[config.mk]
export PLATFORM = sky130hd
export DESIGN_NAME = fp_mul_pipe
export DESIGN_NICKNAME = d
export VERILOG_FILES = /design/src/rtl/fp_mul_pipe.sv
export SDC_FILE = /design/constraint.sdc
export NUM_CORES = 1
export LEC_CHECK = 0
export ABC_CLOCK_PERIOD_IN_PS = 4940
export BUFFER_PORTS_ARGS = -buffer_cell sky130_fd_sc_hd__buf_2
export CAP_MARGIN = 20
export CORE_MARGIN = 2
export CORE_UTILIZATION = 55
export DETAILED_ROUTE_END_ITERATION = 10
export HOLD_SLACK_MARGIN = 0.05
export PLACE_DENSITY_LB_ADDON = 0.12
export SLEW_MARGIN = 10
export SYNTH_ARGS = -nofsm -noshare
export SYNTH_HDL_FRONTEND = slang
export SYNTH_SLANG_ARGS = --single-unit
[constraint.sdc]
create_clock -name clk -period 4.94 [get_ports clk]
set_clock_uncertainty 0.05 [all_clocks]
set_input_delay 1.482 -clock clk [delete_from_list [all_inputs] [get_ports clk]]
set_output_delay 1.482 -clock clk [all_outputs]
set_load 0.01 [all_outputs]
[src/rtl/fp_mul_pipe.sv]
// fp_mul_pipe: 3-stage floating-point multiplier (bfloat16 at defaults), subnormals flushed, RNE/RTZ rounding.
// Optional macro FP_MUL_PIPE_STICKY_EN adds clr_flags and sticky_flags {underflow,overflow,inexact}.
module fp_mul_pipe #(
  parameter int EXP_W = 8,
  parameter int MAN_W = 7,
  localparam int W = 1 + EXP_W + MAN_W
) (
  input  logic         clk,
  input  logic         reset,
  input  logic [W-1:0] opA,
  input  logic [W-1:0] opB,
  input  logic         rnd,
  input  logic         in_valid,
  output logic         in_ready,
  output logic         out_valid,
  input  logic         out_ready,
  output logic [W-1:0] product,
  output logic         underflow,
  output logic         overflow,
  output logic         inexact
`ifdef FP_MUL_PIPE_STICKY_EN
  ,
  input  logic         clr_flags,
  output logic [2:0]   sticky_flags
`endif
);

  localparam int EW      = EXP_W + 2;
  localparam int PW      = 2 * MAN_W + 2;
  localparam int SW      = MAN_W + 2;
  localparam int BIAS    = 2 ** (EXP_W - 1) - 1;
  localparam int EXP_MAX = 2 ** EXP_W - 1;

  localparam logic [1:0] KIND_NUM  = 2'd0;
  localparam logic [1:0] KIND_ZERO = 2'd1;
  localparam logic [1:0] KIND_INF  = 2'd2;
  localparam logic [1:0] KIND_NAN  = 2'd3;

  // One global advance: the whole pipe moves only when the output slot can take a result.
  logic adv;
  assign adv      = !out_valid || out_ready;
  assign in_ready = reset || adv;

  logic           s1_valid, s2_valid, s3_valid;
  logic [W-1:0]   s1_a, s1_b;
  logic           s1_rnd;
  logic           s2_sign, s2_rnd;
  logic [1:0]     s2_kind;
  logic [EW-1:0]  s2_exp;
  logic [MAN_W:0] s2_ma, s2_mb;
  logic           s3_sign, s3_rnd;
  logic [1:0]     s3_kind;
  logic [EW-1:0]  s3_exp;
  logic [PW-1:0]  s3_prod;

  always_ff @(posedge clk) begin
    if (reset) begin
      s1_valid <= 1'b0;
      s2_valid <= 1'b0;
      s3_valid <= 1'b0;
    end else if (adv) begin
      s1_valid <= in_valid;
      s2_valid <= s1_valid;
      s3_valid <= s2_valid;
    end
  end

  always_ff @(posedge clk) begin
    if (adv && in_valid) begin
      s1_a   <= opA;
      s1_b   <= opB;
      s1_rnd <= rnd;
    end
  end

  // S1: unpack, classify, sign and biased exponent sum
  logic [EXP_W-1:0] ea, eb;
  logic [MAN_W-1:0] ma, mb;
  logic             zero_a, zero_b, inf_a, inf_b, nan_a, nan_b;
  logic [1:0]       kind1;
  logic [EW-1:0]    exp1;

  assign ea     = s1_a[W-2:MAN_W];
  assign eb     = s1_b[W-2:MAN_W];
  assign ma     = s1_a[MAN_W-1:0];
  assign mb     = s1_b[MAN_W-1:0];
  assign zero_a = (ea == '0);
  assign zero_b = (eb == '0);
  assign inf_a  = (ea == '1) && (ma == '0);
  assign inf_b  = (eb == '1) && (mb == '0);
  assign nan_a  = (ea == '1) && (ma != '0);
  assign nan_b  = (eb == '1) && (mb != '0);
  assign exp1   = EW'(ea) + EW'(eb) - EW'(BIAS);

  always_comb begin
    kind1 = KIND_NUM;
    if (nan_a || nan_b || (inf_a && zero_b) || (zero_a && inf_b))
      kind1 = KIND_NAN;
    else if (inf_a || inf_b)
      kind1 = KIND_INF;
    else if (zero_a || zero_b)
      kind1 = KIND_ZERO;
  end

  always_ff @(posedge clk) begin
    if (adv && s1_valid) begin
      s2_sign <= s1_a[W-1] ^ s1_b[W-1];
      s2_kind <= kind1;
      s2_exp  <= exp1;
      s2_ma   <= {1'b1, ma};
      s2_mb   <= {1'b1, mb};
      s2_rnd  <= s1_rnd;
    end
  end

  // S2: significand multiply
  always_ff @(posedge clk) begin
    if (adv && s2_valid) begin
      s3_sign <= s2_sign;
      s3_kind <= s2_kind;
      s3_exp  <= s2_exp;
      s3_prod <= PW'(s2_ma) * PW'(s2_mb);
      s3_rnd  <= s2_rnd;
    end
  end

  // S3: product lies in [1,4), so at most one right shift normalizes it
  logic             top, guard, sticky, inc, ovf, unf;
  logic [PW-1:0]    norm;
  logic [MAN_W:0]   sig;
  logic [SW-1:0]    sig_r;
  logic [EW-1:0]    exp_n;
  logic [MAN_W-1:0] man_f;

  assign top    = s3_prod[PW-1];
  assign norm   = top ? s3_prod : (s3_prod << 1);
  assign sig    = norm[PW-1:MAN_W+1];
  assign guard  = norm[MAN_W];
  assign sticky = |norm[MAN_W-1:0];
  assign inc    = !s3_rnd && guard && (sticky || sig[0]);
  assign sig_r  = {1'b0, sig} + SW'(inc);
  assign exp_n  = s3_exp + EW'(top) + EW'(sig_r[SW-1]);
  assign man_f  = sig_r[SW-1] ? sig_r[MAN_W:1] : sig_r[MAN_W-1:0];
  assign ovf    = !exp_n[EW-1] && (exp_n >= EW'(EXP_MAX));
  assign unf    = exp_n[EW-1] || (exp_n == '0);

  logic [W-1:0] res_p;
  logic         res_uf, res_of, res_ix;

  always_comb begin
    res_p  = '0;
    res_uf = 1'b0;
    res_of = 1'b0;
    res_ix = 1'b0;
    case (s3_kind)
      KIND_NAN:  res_p = {1'b0, {EXP_W{1'b1}}, 1'b1, {(MAN_W-1){1'b0}}};
      KIND_INF:  res_p = {s3_sign, {EXP_W{1'b1}}, {MAN_W{1'b0}}};
      KIND_ZERO: res_p = {s3_sign, {(W-1){1'b0}}};
      default: begin
        if (ovf) begin
          res_p  = {s3_sign, {EXP_W{1'b1}}, {MAN_W{1'b0}}};
          res_of = 1'b1;
          res_ix = 1'b1;
        end else if (unf) begin
          res_p  = {s3_sign, {(W-1){1'b0}}};
          res_uf = 1'b1;
          res_ix = 1'b1;
        end else begin
          res_p  = {s3_sign, exp_n[EXP_W-1:0], man_f};
          res_ix = guard || sticky;
        end
      end
    endcase
  end

  always_ff @(posedge clk) begin
    if (reset) begin
      out_valid <= 1'b0;
      product   <= '0;
      underflow <= 1'b0;
      overflow  <= 1'b0;
      inexact   <= 1'b0;
    end else if (adv) begin
      out_valid <= s3_valid;
      if (s3_valid) begin
        product   <= res_p;
        underflow <= res_uf;
        overflow  <= res_of;
        inexact   <= res_ix;
      end
    end
  end

`ifdef FP_MUL_PIPE_STICKY_EN
  logic deliver;
  assign deliver = out_valid && out_ready;

  // A clear coinciding with a delivery keeps only that delivery's flags.
  always_ff @(posedge clk) begin
    if (reset)
      sticky_flags <= 3'b000;
    else if (clr_flags)
      sticky_flags <= deliver ? {underflow, overflow, inexact} : 3'b000;
    else if (deliver)
      sticky_flags <= sticky_flags | {underflow, overflow, inexact};
  end
`endif

endmodule
==> results.cfg <==
[run_status]
status = finished clean

[timing]
fin_tns_setup_ns = 0
worst-slew-pin-transition_ns = 0.577
rsz0062_at_grt = no
period_share_pct = 96.0
fin_crit_ns = 4.74
max-slew-margin-rel_pct = 61.3
max_freq_mhz = 211
slew_violations = 0
finalSetupViolCount = 0
holdWs_ns = 0.366
finalHoldViolCount = 0

[floorplan]
die_x_um = 116
io_pins = 58
initial_utilization_pct = 56.8
std_cell_rows = 40
coreArea_um2 = 12100
fp.dieH_um = 116
die_area_um2 = 13400

[placed_design]
place.gp.congestion = 0.895
dp.final_hpwl_mm = 9.40
io_buffer_count = 57
dp.cells = 832
place_area_um2 = 7480

[power_and_ir_drop]
powerDensity_nw_per_um2 = 384
switching_share_pct = 28.0
power.internal_w = 0.00224
leakage_nw = 3.50
switching_power_w = 0.000871
power_frac_seq_pct = 38.1
pwr-share-clk_pct = 37.8
p_comb_share_pct = 24.1
vdd_ir_drop_max_uv = 358

[clock_tree]
cts_made_buffers = 17
clk-insertion-delay-late_ns = 0.41
cts_root_buf = clkbuf_16
htreeDepth = 4
cts.reportedPaths.clkPinSlew_ns = 0.05
cts_sinks = 114
cts_buffer_depth = 2
cts_tree = yes

[critical_path]
endpoint = s3_prod[14]$_DFFE_PP_
r2r_slack_ns = 0.20
path_class = reg -> reg
reg2regPathDepth = 18
worst-path-max-fanout = 6
slowest_delay_ns = 0.53
worst-path-buf-inv = 5
start_kind = flop
crit_required_ns = 5.05
startpoint = s2_ma[2]$_DFFE_PP_
r2r_start = s2_ma[2]$_DFFE_PP_
crit_chain = and2_1 -> fa_1 -> inv_1 -> fa_1 -> inv_1 -> fa_1 -> inv_1 -> fa_1 -> inv_1 -> ha_1 -> buf_4 -> o21a_1 -> nor2_1 -> a21oi_1 -> a211oi_1 -> o21bai_1 -> a21oi_1 -> xnor2_1
crit_slowest_cell = fa_1
cp_top_family = adder cells
cp.arrival_ns = 4.86
end_kind = flop
cp.depth = 18
reg2reg_to = s3_prod[14]$_DFFE_PP_

[min_path]
hold_class = reg -> reg

[cells_and_area]
fin_util_pct = 67.0
design_area_um2 = 8120
drive_gt1_share_pct = 19.2
final_cell_count_no_fill = 870
final_common_cell = edfxtp_1
layout_common_cells = edfxtp_1, inv_1, buf_2
fin_nets = 816
antenna-diode-count = 0
area_growth_pct = 18.0

[yosys]
synth_edf_count = 91
synthTopCellsByArea = edfxtp_1, fa_1, ha_1, dfxtp_1, inv_1
synth_simple_gate_area_share_pct = 13.3
muxShareOfSynthArea_pct = 2.20
synthCells = 597
ys_types = 55
synth_compound_area_share_pct = 8.07
synth_top_area_share_pct = 39.7
yosysTopAreaCell = edfxtp_1
synth_top_family_by_area = adder cells
syn_nets = 724
ys_seq_area_share_pct = 46.4
ys_seq_elements = 114
synth-main-ff-cell = edfxtp_1
syn_area_um2 = 6880
yosysWarnings = 0
async_flop_share_pct = 0
synthXorXnorAreaFrac_pct = 4.60
yosys.area_share.adder_pct = 20.4
synth.avg_cell_area_um2 = 11.5

[grt]
grt_overflow = 0
grt_pass1_wl_mm = 20.7
grt_max_degree = 34
grtUsageTotal_pct = 20.2
antenna_found_initial = 0
grt_pass1_vias = 4494

[route]
wl_mm = 12.0
viasPerCell = 5.15
drtIter0Drc = 239
vias = 4480
route.detailed.drc = 0
dr.pass1.iters = 4
wl_per_cell_um = 13.8
detail-route-antenna-nets = 0

[job]
maxCapViolCount = 0
## logic make-up after synthesis
| group | count (synthesis) |
|---|---|
| AO/OA/AOI/OAI | 84 |
| XOR/XNOR | 34 |
| adder cells (fa/ha/maj) | 90 |
| multiplexers | 14 |
| buffers and inverters | 88 |
| AND/OR/NAND/NOR | 173 |
| flip-flops | 114 |
## worst min-delay path by stage
stage	start	to	slack (ns)	cells past startpoint
finish	s2_exp[4]$_DFFE_PP_	s3_exp[4]$_DFFE_PP_	0.37	0
global route	s2_exp[7]$_DFFE_PP_	s3_exp[7]$_DFFE_PP_	0.39	0
CTS	s2_exp[4]$_DFFE_PP_	s3_exp[4]$_DFFE_PP_	0.37	0
detailed placement	s2_exp[4]$_DFFE_PP_	s3_exp[4]$_DFFE_PP_	0.35	0
global placement	s2_exp[1]$_DFFE_PP_	s3_exp[1]$_DFFE_PP_	0.36	0
floorplan	s1_rnd$_DFFE_PP_	s2_rnd$_DFFE_PP_	0.35	0
## cell type report
| class | count | area [um2] |
|---|---|---|
| timing repair buffer | 85 | 495 |
| fill | 946 | 3990 |
| clock buffer | 17 | 425 |
| tap | 168 | 210 |
| multi-input combinational | 395 | 3350 |
| inverter | 76 | 285 |
| clock inverter | 15 | 158 |
| sequential | 114 | 3190 |
## state kept, by name (all words and copies together) (netlist names)
name       count
s2_rnd         1
s2_sign        1
s3_prod       16
s1_valid       1
s1_rnd         1
s1_a          16
s2_kind        2
underflow      1
out_valid      1
s3_rnd         1
product       16
s1_b          16
s3_valid       1
overflow       1
s2_mb          7
s2_ma          7
s2_valid       1
s3_exp        10
s3_kind        2
inexact        1
s3_sign        1
s2_exp        10
## worst reg2reg max path, cell delays in order (launching register included)
cell and delay (ns):
edfxtp_1 0.46, and2_1 0.19, fa_1 0.47, inv_1 0.05, fa_1 0.53, inv_1 0.05
fa_1 0.52, inv_1 0.05, fa_1 0.52, inv_1 0.04, ha_1 0.30, buf_4 0.15
o21a_1 0.18, nor2_1 0.10, a21oi_1 0.08, a211oi_1 0.37, o21bai_1 0.11, a21oi_1 0.20
xnor2_1 0.08
## what timing repair did
item,CTS,global route
setup endpoints to repair,0,6
hold buffers,0,0
gates resized for setup,0,4
buffers inserted,0,6
## synthesized netlist by cell type (all sizes together) (2+ instances only)
library cell / instances
edfxtp: 91
inv: 76
ha: 53
and2: 38
fa: 37
nand2: 37
nor2: 35
a21oi: 26
dfxtp: 23
xnor2: 23
o21ai: 18
nand3: 14
a211oi: 11
xor2: 11
nor3: 10
mux2i: 8
and3: 7
nand2b: 7
buf: 6
clkbuf: 6
mux2: 6
nor4: 6
nand4: 5
o21a: 5
or4: 5
a31oi: 4
o21bai: 4
a21o: 3
a2111oi: 2
a221oi: 2
nor2b: 2
o211a: 2
## stage by stage
| stage | total power, W | setup WS [ns] |
|---|---|---|
| final | 0.00312 | 0.197 |
| after global placement | 0.00192 | 0.198 |
| after global routing | 0.00331 | 0.0181 |
| after detailed placement | 0.00194 | 0.140 |
| after CTS | 0.00313 | 0.0814 |
| after floorplan | 0.00176 | 0.0986 |
## power groups by stage
stage / combinational [W] / clock, W / sequential (W)
after CTS: 0.000742 / 0.00120 / 0.00119
final: 0.000751 / 0.00118 / 0.00119
after global placement: 0.000712 / 0 / 0.00121
after floorplan: 0.000569 / 0 / 0.00119
after detailed placement: 0.000733 / 0 / 0.00121
after global routing: 0.000868 / 0.00125 / 0.00120
## per-layer routing
metal / global-route usage, % / share of wire [%]
met1: 25.9 / 46
met2: 32.8 / 48
met3: 5.39 / 4.0
met4: 8.41 / 2.0
met5: 0 / 0
Power figures use the tool's default switching activity.
